### config.mk
export PLATFORM = sky130hd
export DESIGN_NAME = expr_eval_flat
export DESIGN_NICKNAME = d
export VERILOG_FILES = /design/src/rtl/expr_eval_if.sv /design/src/rtl/expr_eval.sv /design/src/flat_wrapper.sv
export SDC_FILE = /design/constraint.sdc
export NUM_CORES = 1
export LEC_CHECK = 0
export ABC_AREA = 1
export CAP_MARGIN = 20
export CORE_MARGIN = 4
export CORE_UTILIZATION = 35
export CTS_BUF_LIST = sky130_fd_sc_hd__clkbuf_8 sky130_fd_sc_hd__clkbuf_16
export DETAILED_ROUTE_END_ITERATION = 7
export GPL_ROUTABILITY_DRIVEN = 0
export PLACE_DENSITY = 0.6
export SLEW_MARGIN = 20
export SYNTH_ARGS = -nofsm -noshare
export SYNTH_HDL_FRONTEND = slang
export SYNTH_SLANG_ARGS = --single-unit
### constraint.sdc
create_clock -name clk -period 23.2 [get_ports clk]
set_input_delay 2.32 -clock clk [delete_from_list [all_inputs] [get_ports clk]]
set_output_delay 2.32 -clock clk [all_outputs]
set_load 0.02 [all_outputs]
### src/rtl/expr_eval_if.sv
// Character-stream bus between the expression source and expr_eval.
// The master feeds one ASCII character per accepted cycle; the slave
// returns the running value and the status flags.
interface expr_eval_if #(
    parameter int W = 16
);
    logic         restart;
    logic [7:0]   in;
    logic         in_valid;
    logic [W-1:0] value;
    logic         ok;
    logic         err;
    logic         ovf;

    modport master (
        output restart,
        output in,
        output in_valid,
        input  value,
        input  ok,
        input  err,
        input  ovf
    );

    modport slave (
        input  restart,
        input  in,
        input  in_valid,
        output value,
        output ok,
        output err,
        output ovf
    );
endinterface

### src/rtl/expr_eval.sv
// expr_eval: evaluates NUM (OP NUM)* over a one-character-per-cycle ASCII
// stream, with '*' binding tighter than '+'. Arithmetic is unsigned
// modulo 2^W; any wrapped intermediate sets a sticky ovf flag.
//
// The running expression is kept as sum + prod*num:
//   sum  - total of all completed '+' terms
//   prod - product of the completed factors of the current term
//   num  - the number currently being typed
//
// state   | meaning
// --------+----------------------------------------------------------
// S_START | nothing consumed since reset/restart
// S_NUM   | last character was a digit; expression is complete (ok)
// S_OP    | last character was an operator; a number must follow
// S_ERR   | syntax error seen; absorbing until clr_n or restart
module expr_eval #(
    parameter int W = 16
) (
    input logic        clk,
    input logic        clr_n,
    expr_eval_if.slave bus
);

    localparam logic [1:0] S_START = 2'd0;
    localparam logic [1:0] S_NUM   = 2'd1;
    localparam logic [1:0] S_OP    = 2'd2;
    localparam logic [1:0] S_ERR   = 2'd3;

    localparam logic [W-1:0] ONE_W = {{(W-1){1'b0}}, 1'b1};

    logic [1:0]     state;
    logic [1:0]     state_nx;
    logic [W-1:0]   sum;
    logic [W-1:0]   sum_nx;
    logic [W-1:0]   prod;
    logic [W-1:0]   prod_nx;
    logic [W-1:0]   num;
    logic [W-1:0]   num_nx;
    logic [W-1:0]   value;
    logic [W-1:0]   value_nx;
    logic           ovf;
    logic           ovf_nx;

    logic           is_digit;
    logic           is_mul;
    logic           is_add;

    // Digit path: num*10+d, then the term prod*num' and the new value.
    logic [W+3:0]   num_ext;
    logic [W+3:0]   num_full;
    logic [W-1:0]   num_dig;
    logic [2*W-1:0] dig_term_full;
    logic [W:0]     dig_val_full;
    logic           dig_ovf;

    // Operator path: closes the current factor (prod*num) and, for '+',
    // folds the finished term into sum.
    logic [2*W-1:0] cur_term_full;
    logic [W:0]     add_sum_full;
    logic           mul_ovf;
    logic           add_ovf;

    assign is_digit = (bus.in >= 8'h30) && (bus.in <= 8'h39);
    assign is_mul   = (bus.in == 8'h2A);
    assign is_add   = (bus.in == 8'h2B);

    // Full-precision intermediates; only the low W bits are kept, the rest
    // feed the overflow detection.
    assign num_ext       = {4'b0000, num};
    assign num_full      = (num_ext << 3) + (num_ext << 1) + {{W{1'b0}}, bus.in[3:0]};
    assign num_dig       = num_full[W-1:0];
    assign dig_term_full = {{W{1'b0}}, prod} * {{W{1'b0}}, num_dig};
    assign dig_val_full  = {1'b0, sum} + {1'b0, dig_term_full[W-1:0]};
    assign dig_ovf       = (|num_full[W+3:W]) | (|dig_term_full[2*W-1:W]) | dig_val_full[W];

    assign cur_term_full = {{W{1'b0}}, prod} * {{W{1'b0}}, num};
    assign add_sum_full  = {1'b0, sum} + {1'b0, cur_term_full[W-1:0]};
    assign mul_ovf       = |cur_term_full[2*W-1:W];
    assign add_ovf       = mul_ovf | add_sum_full[W];

    // Next-state and datapath update for one accepted character.
    always_comb begin
        state_nx = state;
        sum_nx   = sum;
        prod_nx  = prod;
        num_nx   = num;
        value_nx = value;
        ovf_nx   = ovf;
        if (bus.in_valid && (state != S_ERR)) begin
            if (is_digit) begin
                num_nx   = num_dig;
                value_nx = dig_val_full[W-1:0];
                ovf_nx   = ovf | dig_ovf;
                state_nx = S_NUM;
            end else if (is_mul && (state == S_NUM)) begin
                prod_nx  = cur_term_full[W-1:0];
                num_nx   = '0;
                ovf_nx   = ovf | mul_ovf;
                state_nx = S_OP;
            end else if (is_add && (state == S_NUM)) begin
                sum_nx   = add_sum_full[W-1:0];
                prod_nx  = ONE_W;
                num_nx   = '0;
                ovf_nx   = ovf | add_ovf;
                state_nx = S_OP;
            end else begin
                // Bad character or misplaced operator: accumulators keep
                // their contents, ovf is left as it was.
                value_nx = '0;
                state_nx = S_ERR;
            end
        end
    end

    // State registers: async clear, synchronous restart ahead of input.
    always_ff @(posedge clk or negedge clr_n) begin
        if (!clr_n) begin
            state <= S_START;
            sum   <= '0;
            prod  <= ONE_W;
            num   <= '0;
            value <= '0;
            ovf   <= 1'b0;
        end else if (bus.restart) begin
            state <= S_START;
            sum   <= '0;
            prod  <= ONE_W;
            num   <= '0;
            value <= '0;
            ovf   <= 1'b0;
        end else begin
            state <= state_nx;
            sum   <= sum_nx;
            prod  <= prod_nx;
            num   <= num_nx;
            value <= value_nx;
            ovf   <= ovf_nx;
        end
    end

    assign bus.value = value;
    assign bus.ok    = (state == S_NUM);
    assign bus.err   = (state == S_ERR);
    assign bus.ovf   = ovf;

endmodule

### src/flat_wrapper.sv
// flat-port wrapper written by rule: the top's interface ports become plain ports
module expr_eval_flat 
#(
    parameter int W = 16
)
  (clk, clr_n, bus_restart, bus_in, bus_in_valid, bus_value, bus_ok, bus_err, bus_ovf);
  expr_eval_if #(.W(W)) bus_i ();
  input logic clk;
  input logic clr_n;
  input wire logic [$bits(bus_i.restart)-1:0] bus_restart;
  input wire logic [$bits(bus_i.in)-1:0] bus_in;
  input wire logic [$bits(bus_i.in_valid)-1:0] bus_in_valid;
  output wire logic [$bits(bus_i.value)-1:0] bus_value;
  output wire logic [$bits(bus_i.ok)-1:0] bus_ok;
  output wire logic [$bits(bus_i.err)-1:0] bus_err;
  output wire logic [$bits(bus_i.ovf)-1:0] bus_ovf;
  assign bus_i.restart = bus_restart;
  assign bus_i.in = bus_in;
  assign bus_i.in_valid = bus_in_valid;
  assign bus_value = bus_i.value;
  assign bus_ok = bus_i.ok;
  assign bus_err = bus_i.err;
  assign bus_ovf = bus_i.ovf;
  expr_eval #(.W(W)) u_core (.clk(clk), .clr_n(clr_n), .bus(bus_i));
endmodule
==> results of run 1 <==
[critical path, delay by kind of cell]
family                   cells  cell delay [ns]
AO/OA/AOI/OAI                2             0.41
XOR/XNOR                     2             0.83
adder cells (fa/ha/maj)     10             4.61
buffers and inverters       10             1.01
AND/OR/NAND/NOR             15             1.44
[stage by stage]
step           area [um^2]  instances  hold slack [ns]  setup WS [ns]  total power [uW]
2_1_floorplan        23840       3358           0.4714          13.82             132.4
3_3_place_gp         24940       4173           0.4631          12.55             142.7
3_5_place_dp         24940       4173           0.4762          12.46             142.8
4_1_cts              25240       4189           0.5007          12.82             293.3
5_1_grt              25240       4189           0.5246          12.18             300.7
6_report             25240       4189           0.4967          12.77             292.6
[flip-flops by register name, summed over array words and instances, names as in the netlist]
| register | flops |
|---|---|
| u_core.num | 16 |
| u_core.bus.ovf | 1 |
| u_core.prod | 16 |
| u_core.sum | 16 |
| u_core.bus.value | 16 |
| u_core.state | 2 |
[cell usage in the layout, fill, tap and decap left out, types with 32 or more instances in the layout]
cell	Yosys	routed
sky130_fd_sc_hd__nand2_1	934	934
sky130_fd_sc_hd__inv_1	931	931
sky130_fd_sc_hd__fa_1	392	392
sky130_fd_sc_hd__ha_1	271	271
sky130_fd_sc_hd__nor2_1	224	224
sky130_fd_sc_hd__nand3_1	106	106
sky130_fd_sc_hd__a21oi_1	83	83
sky130_fd_sc_hd__dfrtp_1	66	64
sky130_fd_sc_hd__o21ai_0	55	55
sky130_fd_sc_hd__xor2_1	32	32
[layer usage]
layer | global-route usage (%) | vias to the layer above | share of wire [%]
li1 | - | 9656 | -
met1 | 26.49 | 9619 | 46
met2 | 31.57 | 539 | 47
met3 | 1.989 | 63 | 5.8
met4 | 3.815 | 0 | 2.0
met5 | 0 | - | 0
[report_power, final]
part / switching [uW] / leakage, uW / internal [uW]
Clock: 66.7 / 0.000149 / 85.3
Combinational: 16.0 / 0.0136 / 6.27
Sequential: 1.09 / 0.000926 / 117
[how the worst max path moves through the flow]
stage,start,endpoint,slack (ns),cells past startpoint
4_1_cts,bus_in[3],u_core.bus.ovf,12.82,39
3_3_place_gp,bus_in[3],u_core.bus.ovf,12.55,39
2_1_floorplan,bus_in[3],u_core.bus.ovf,13.82,37
5_1_grt,bus_in[3],u_core.bus.ovf,12.18,41
3_5_place_dp,bus_in[3],u_core.bus.ovf,12.46,39
6_report,bus_in[3],u_core.bus.ovf,12.77,39
[kinds of logic after synthesis]
group | share of synthesized area (%)
AO/OA/AOI/OAI | 5.033
AND/OR/NAND/NOR | 22.20
adder cells (fa/ha/maj) | 47.14
flip-flops | 7.038
XOR/XNOR | 2.063
buffers and inverters | 16.52
[area by class of cell]
type	instances	area (um^2)	area share, %
clock buffers	9	225.2	0.8923
clock inverters	7	80.08	0.3173
inverters	943	3540	14.02
multi-input cells	2246	18220	72.20
flip-flops and latches	67	1680	6.657
well taps	873	1092	4.328
repair buffers	44	400.4	1.586
==> flow_summary.ini, run 1 <==
[run_status]
outcome = finished, final reports clean

[die]
number_of_i_o_pins = 31
fp.dieArea_um2 = 72350
std_cell_rows = 95
die_extent_in_y_um = 269.0
die_width_um = 269.0
design.core.area_um2 = 67400
start_util_pct = 35.37

[clock_network]
cts_num_sinks = 67
tritoncts.num_buffers = 9
post_cts.resized_instances = 0
clkSlewWorstSetupHoldPaths_ns = 0.07
tritoncts = built
worstSkewPairLatency_ns = 0.35
ctsHoldBuffers = 0
clockBufferDepth = 2
cts_root_buf = sky130_fd_sc_hd__clkbuf_16
cts.htree.levels = 3
cts_setup_buffers = 0

[finish]
antenna_cells_inserted = 0
nFillCells = 7140
final_util_pct = 37.45
area_growth_pct = 5.879
drive_gt1_share_pct = 2.322
nNetsFinal = 3986

[job]
drv_cap = 0

[synth]
synth_enable_flop_cells = 0
synth-main-ff-cell = sky130_fd_sc_hd__dfrtp_1
synth-warning-count = 0
ys_seq_elements = 67
asyncSetResetFlopFracSynth_pct = 100.0
synthesis.area_um2 = 23840
synthMostInstantiatedCell = sky130_fd_sc_hd__nand2_1
net_count_after_synthesis = 4033
synth_seq_area_share_pct = 7.038
yosysTopAreaCell = sky130_fd_sc_hd__fa_1
netlist_instances = 3358
syn-mean-instance-area_um2 = 7.099
post_synth_num_cell_types = 52
synth_largest_type_area_fraction_pct = 32.92
synth_common_cells = sky130_fd_sc_hd__nand2_1 (934), sky130_fd_sc_hd__inv_1 (931), sky130_fd_sc_hd__fa_1 (392)
synth.area.top_cells = sky130_fd_sc_hd__fa_1 (33%), sky130_fd_sc_hd__nand2_1 (15%), sky130_fd_sc_hd__inv_1 (15%)

[critical_path]
critical_path.endpoint_type = flip-flop
r2r_setup_slack_ns = 14.23
critical_path_arrival_ns = 10.63
crit_type = in -> reg
end_of_the_worst_register_to_register_path = u_core.bus.ovf
r2r-start = u_core.num[1]
cpMaxStageDelayCell = sky130_fd_sc_hd__xor2_1
biggest_fanout_along_the_worst_timing_path = 10
maximum_cell_stage_delay_along_the_critical_path_ns = 0.62
cp.required_ns = 23.40
crit_path_start_kind = primary input
cp_common_cell = sky130_fd_sc_hd__nand2_1
depth_of_the_most_critical_reg_to_reg_path = 37

[timing]
final_min_period_over_clock_period_pct = 44.97
worst_slew_margin_rel_pct = 24.73
final-max-slew-violation-count = 0
timing.setup.tns_ns = 0
setup_viol = 0
rsz_0062_raised_after_global_routing = false
timing.clock.skew_ns = 0.01761
achievable-frequency_mhz = 95.85
period_needed_ns = 10.43
hold_viol_final = 0
timing_worst_slew_pin_value_ns = 1.129

[global_routing]
track_usage_pct = 18.80
number_of_antenna_violations_at_the_first_check_in_global_routing = 0
global_route.overflow_total = 0
vias_in_the_first_global_route = 19990
grt_max_degree = 68
grt_pass1_wl_mm = 108.7

[routing]
post_drt_via_cell_ratio = 4.745
first_iter_violations = 1322
totalWireLength_mm = 66.07
detailroute.via_count = 19880
detail_route.wl_per_cell_um = 15.77
route.detailed.drc = 0
final_antenna_net_count = 0
drt_pre_antenna_iters = 6

[place]
dp_hpwl_mm = 55.31
io_buffer_count = 30

[hold_path]
hold-path-cell-count = 2
hold_path.class = reg -> reg
holdCritStartpoint = u_core.bus.value[4]
whs_endpoint = u_core.bus.value[4]

[power]
peakVddDrop_mv = 0.02758
total_power_density_per_cell_area_nw_per_um2 = 11.59
leakage_component_of_the_power_uw = 0.01463
No activity file was read; power rests on OpenSTA's default activity.
==> run 2: changes to the inputs <==
==> constraint.sdc (replaced) <==
create_clock -name clk -period 10.6 [get_ports clk]
set_input_delay 1.06 -clock clk [delete_from_list [all_inputs] [get_ports clk]]
set_output_delay 1.06 -clock clk [all_outputs]
set_load 0.02 [all_outputs]
==> flow_summary.ini, run 2 (same netlist as run 1, synthesis figures left out) <==
[clock_network]
tritoncts.num_buffers = 9
post_cts.resized_instances = 0
cts.htree.levels = 3
cts_root_buf = sky130_fd_sc_hd__clkbuf_16
tritoncts = built
clockBufferDepth = 2
clkSlewWorstSetupHoldPaths_ns = 0.08
cts_setup_buffers = 0
worstSkewPairLatency_ns = 0.36
ctsHoldBuffers = 0
cts_num_sinks = 67

[finish]
final_common_cell = sky130_fd_sc_hd__nand2_1
most_frequent_cells_in_the_layout = sky130_fd_sc_hd__nand2_1 (934), sky130_fd_sc_hd__inv_1 (931), sky130_fd_sc_hd__fa_1 (392)
area_growth_pct = 6.020
antenna_cells_inserted = 0
final_util_pct = 37.50
drive_gt1_share_pct = 2.352
finalNonFillerCells = 4190
postLayoutCellArea_um2 = 25270
nNetsFinal = 3987

[global_routing]
grt.met1_usage_pct = 25.94
grtUsageMet2_pct = 30.70
number_of_antenna_violations_at_the_first_check_in_global_routing = 0
met3_resource_use_gr_pct = 2.172
grt_most_used_layer = met2
grt_pass1_wl_mm = 105.7
grt_max_degree = 68
vias_in_the_first_global_route = 19350
track_usage_pct = 18.46
global_route.overflow_total = 0

[power]
peakVddDrop_mv = 0.05480
total_power_density_per_cell_area_nw_per_um2 = 26.28
leakage_component_of_the_power_uw = 0.01465

[place]
placement.setup.worst_slack_ns = 1.138
io_buffer_count = 30
dpl-instance-area_um2 = 24940
numPlacedInstances = 4174
dp_hpwl_mm = 54.75

[timing]
postLayoutSetupSlackWorst_ns = 1.496
final_min_period_over_clock_period_pct = 85.89
worst_slew_margin_rel_pct = 27.15
timing_worst_slew_pin_value_ns = 1.093
rsz_0062_raised_after_global_routing = false
timing.clock.skew_ns = 0.02000
hold_viol_final = 0
setup_viol = 0
achievable-frequency_mhz = 109.8
period_needed_ns = 9.104
final-max-slew-violation-count = 0
timing.setup.tns_ns = 0

[die]
start_util_pct = 35.37
fp.dieArea_um2 = 72350
std_cell_rows = 95
design.core.area_um2 = 67400
die_width_um = 269.0
die_extent_in_y_um = 269.0
number_of_i_o_pins = 31

[critical_path]
cp_common_cell = sky130_fd_sc_hd__nand2_1
crit_path_start_kind = primary input
endpoint = u_core.bus.ovf
critical_path.startpoint = bus_in[3]
r2r-start = u_core.num[0]
maximum_cell_stage_delay_along_the_critical_path_ns = 0.61
end_of_the_worst_register_to_register_path = u_core.bus.ovf
crit_type = in -> reg
critical_path.endpoint_type = flip-flop
depth_of_the_most_critical_reg_to_reg_path = 38
cp.required_ns = 10.82
biggest_fanout_along_the_worst_timing_path = 10
critical_path_arrival_ns = 9.32
r2r_setup_slack_ns = 1.71
cpMaxStageDelayCell = sky130_fd_sc_hd__xor2_1

[routing]
detail_route.wl_per_cell_um = 15.67
detailroute.via_count = 19860
drt_pre_antenna_iters = 7
post_drt_via_cell_ratio = 4.741
route.detailed.drc = 0
final_antenna_net_count = 0
totalWireLength_mm = 65.66
first_iter_violations = 1347

[run_status]
outcome = finished, final reports clean

[job]
drv_cap = 0

[hold_path]
hold_path.class = reg -> reg
[run 2: cell count changes in the layout (fill, tap and decap cells not counted), sizes merged]
cell and change:
bufinv +1, buf +1, clkinvlp -1
[run 2: worst max-delay path, delay by kind of cell]
kind	cells	cell delay, ns
xor+xnor	2	0.81
fa+ha+maj	10	4.63
buf+inv	10	1.03
simple gates	15	1.37
compound gates	2	0.40
[run 2: per-stage QoR]
stage	total power [uW]	hold WS (ns)
finish	664.3	0.4934
global placement	312.9	0.4665
global route	682.8	0.5075
detailed placement	313.1	0.4728
floorplan	289.7	0.4714
CTS	670.3	0.4938
[run 2: area by class of cell]
type / instances / area, um^2
fillers: 7040 / 42120
clock inverters: 7 / 106.4
flip-flops and latches: 67 / 1680
inverters: 943 / 3540
clock buffers: 9 / 225.2
well taps: 873 / 1092
multi-input cells: 2246 / 18220
repair buffers: 45 / 407.9
[run 2: per-layer routing]
metal | routed length (um) | vias to the layer above | part of all wire, %
met5 | 0 | - | 0
met4 | 1600 | 0 | 2.4
met3 | 4025 | 81 | 6.1
met2 | 30340 | 555 | 46
met1 | 29690 | 9568 | 45
li1 | - | 9659 | -
[run 2: how the worst min path moves through the flow]
stage                            to            startpoint  cells past startpoint
2_1_floorplan       u_core.state[1]       u_core.state[1]                      2
3_3_place_gp   u_core.bus.value[11]  u_core.bus.value[11]                      2
3_5_place_dp   u_core.bus.value[15]  u_core.bus.value[15]                      2
4_1_cts        u_core.bus.value[11]  u_core.bus.value[11]                      2
5_1_grt        u_core.bus.value[11]  u_core.bus.value[11]                      2
6_report       u_core.bus.value[11]  u_core.bus.value[11]                      2
[run 2: power by group]
part	switching (uW)	internal [uW]
Clock	145	211
Sequential	2.32	257
Combinational	35.5	14.0
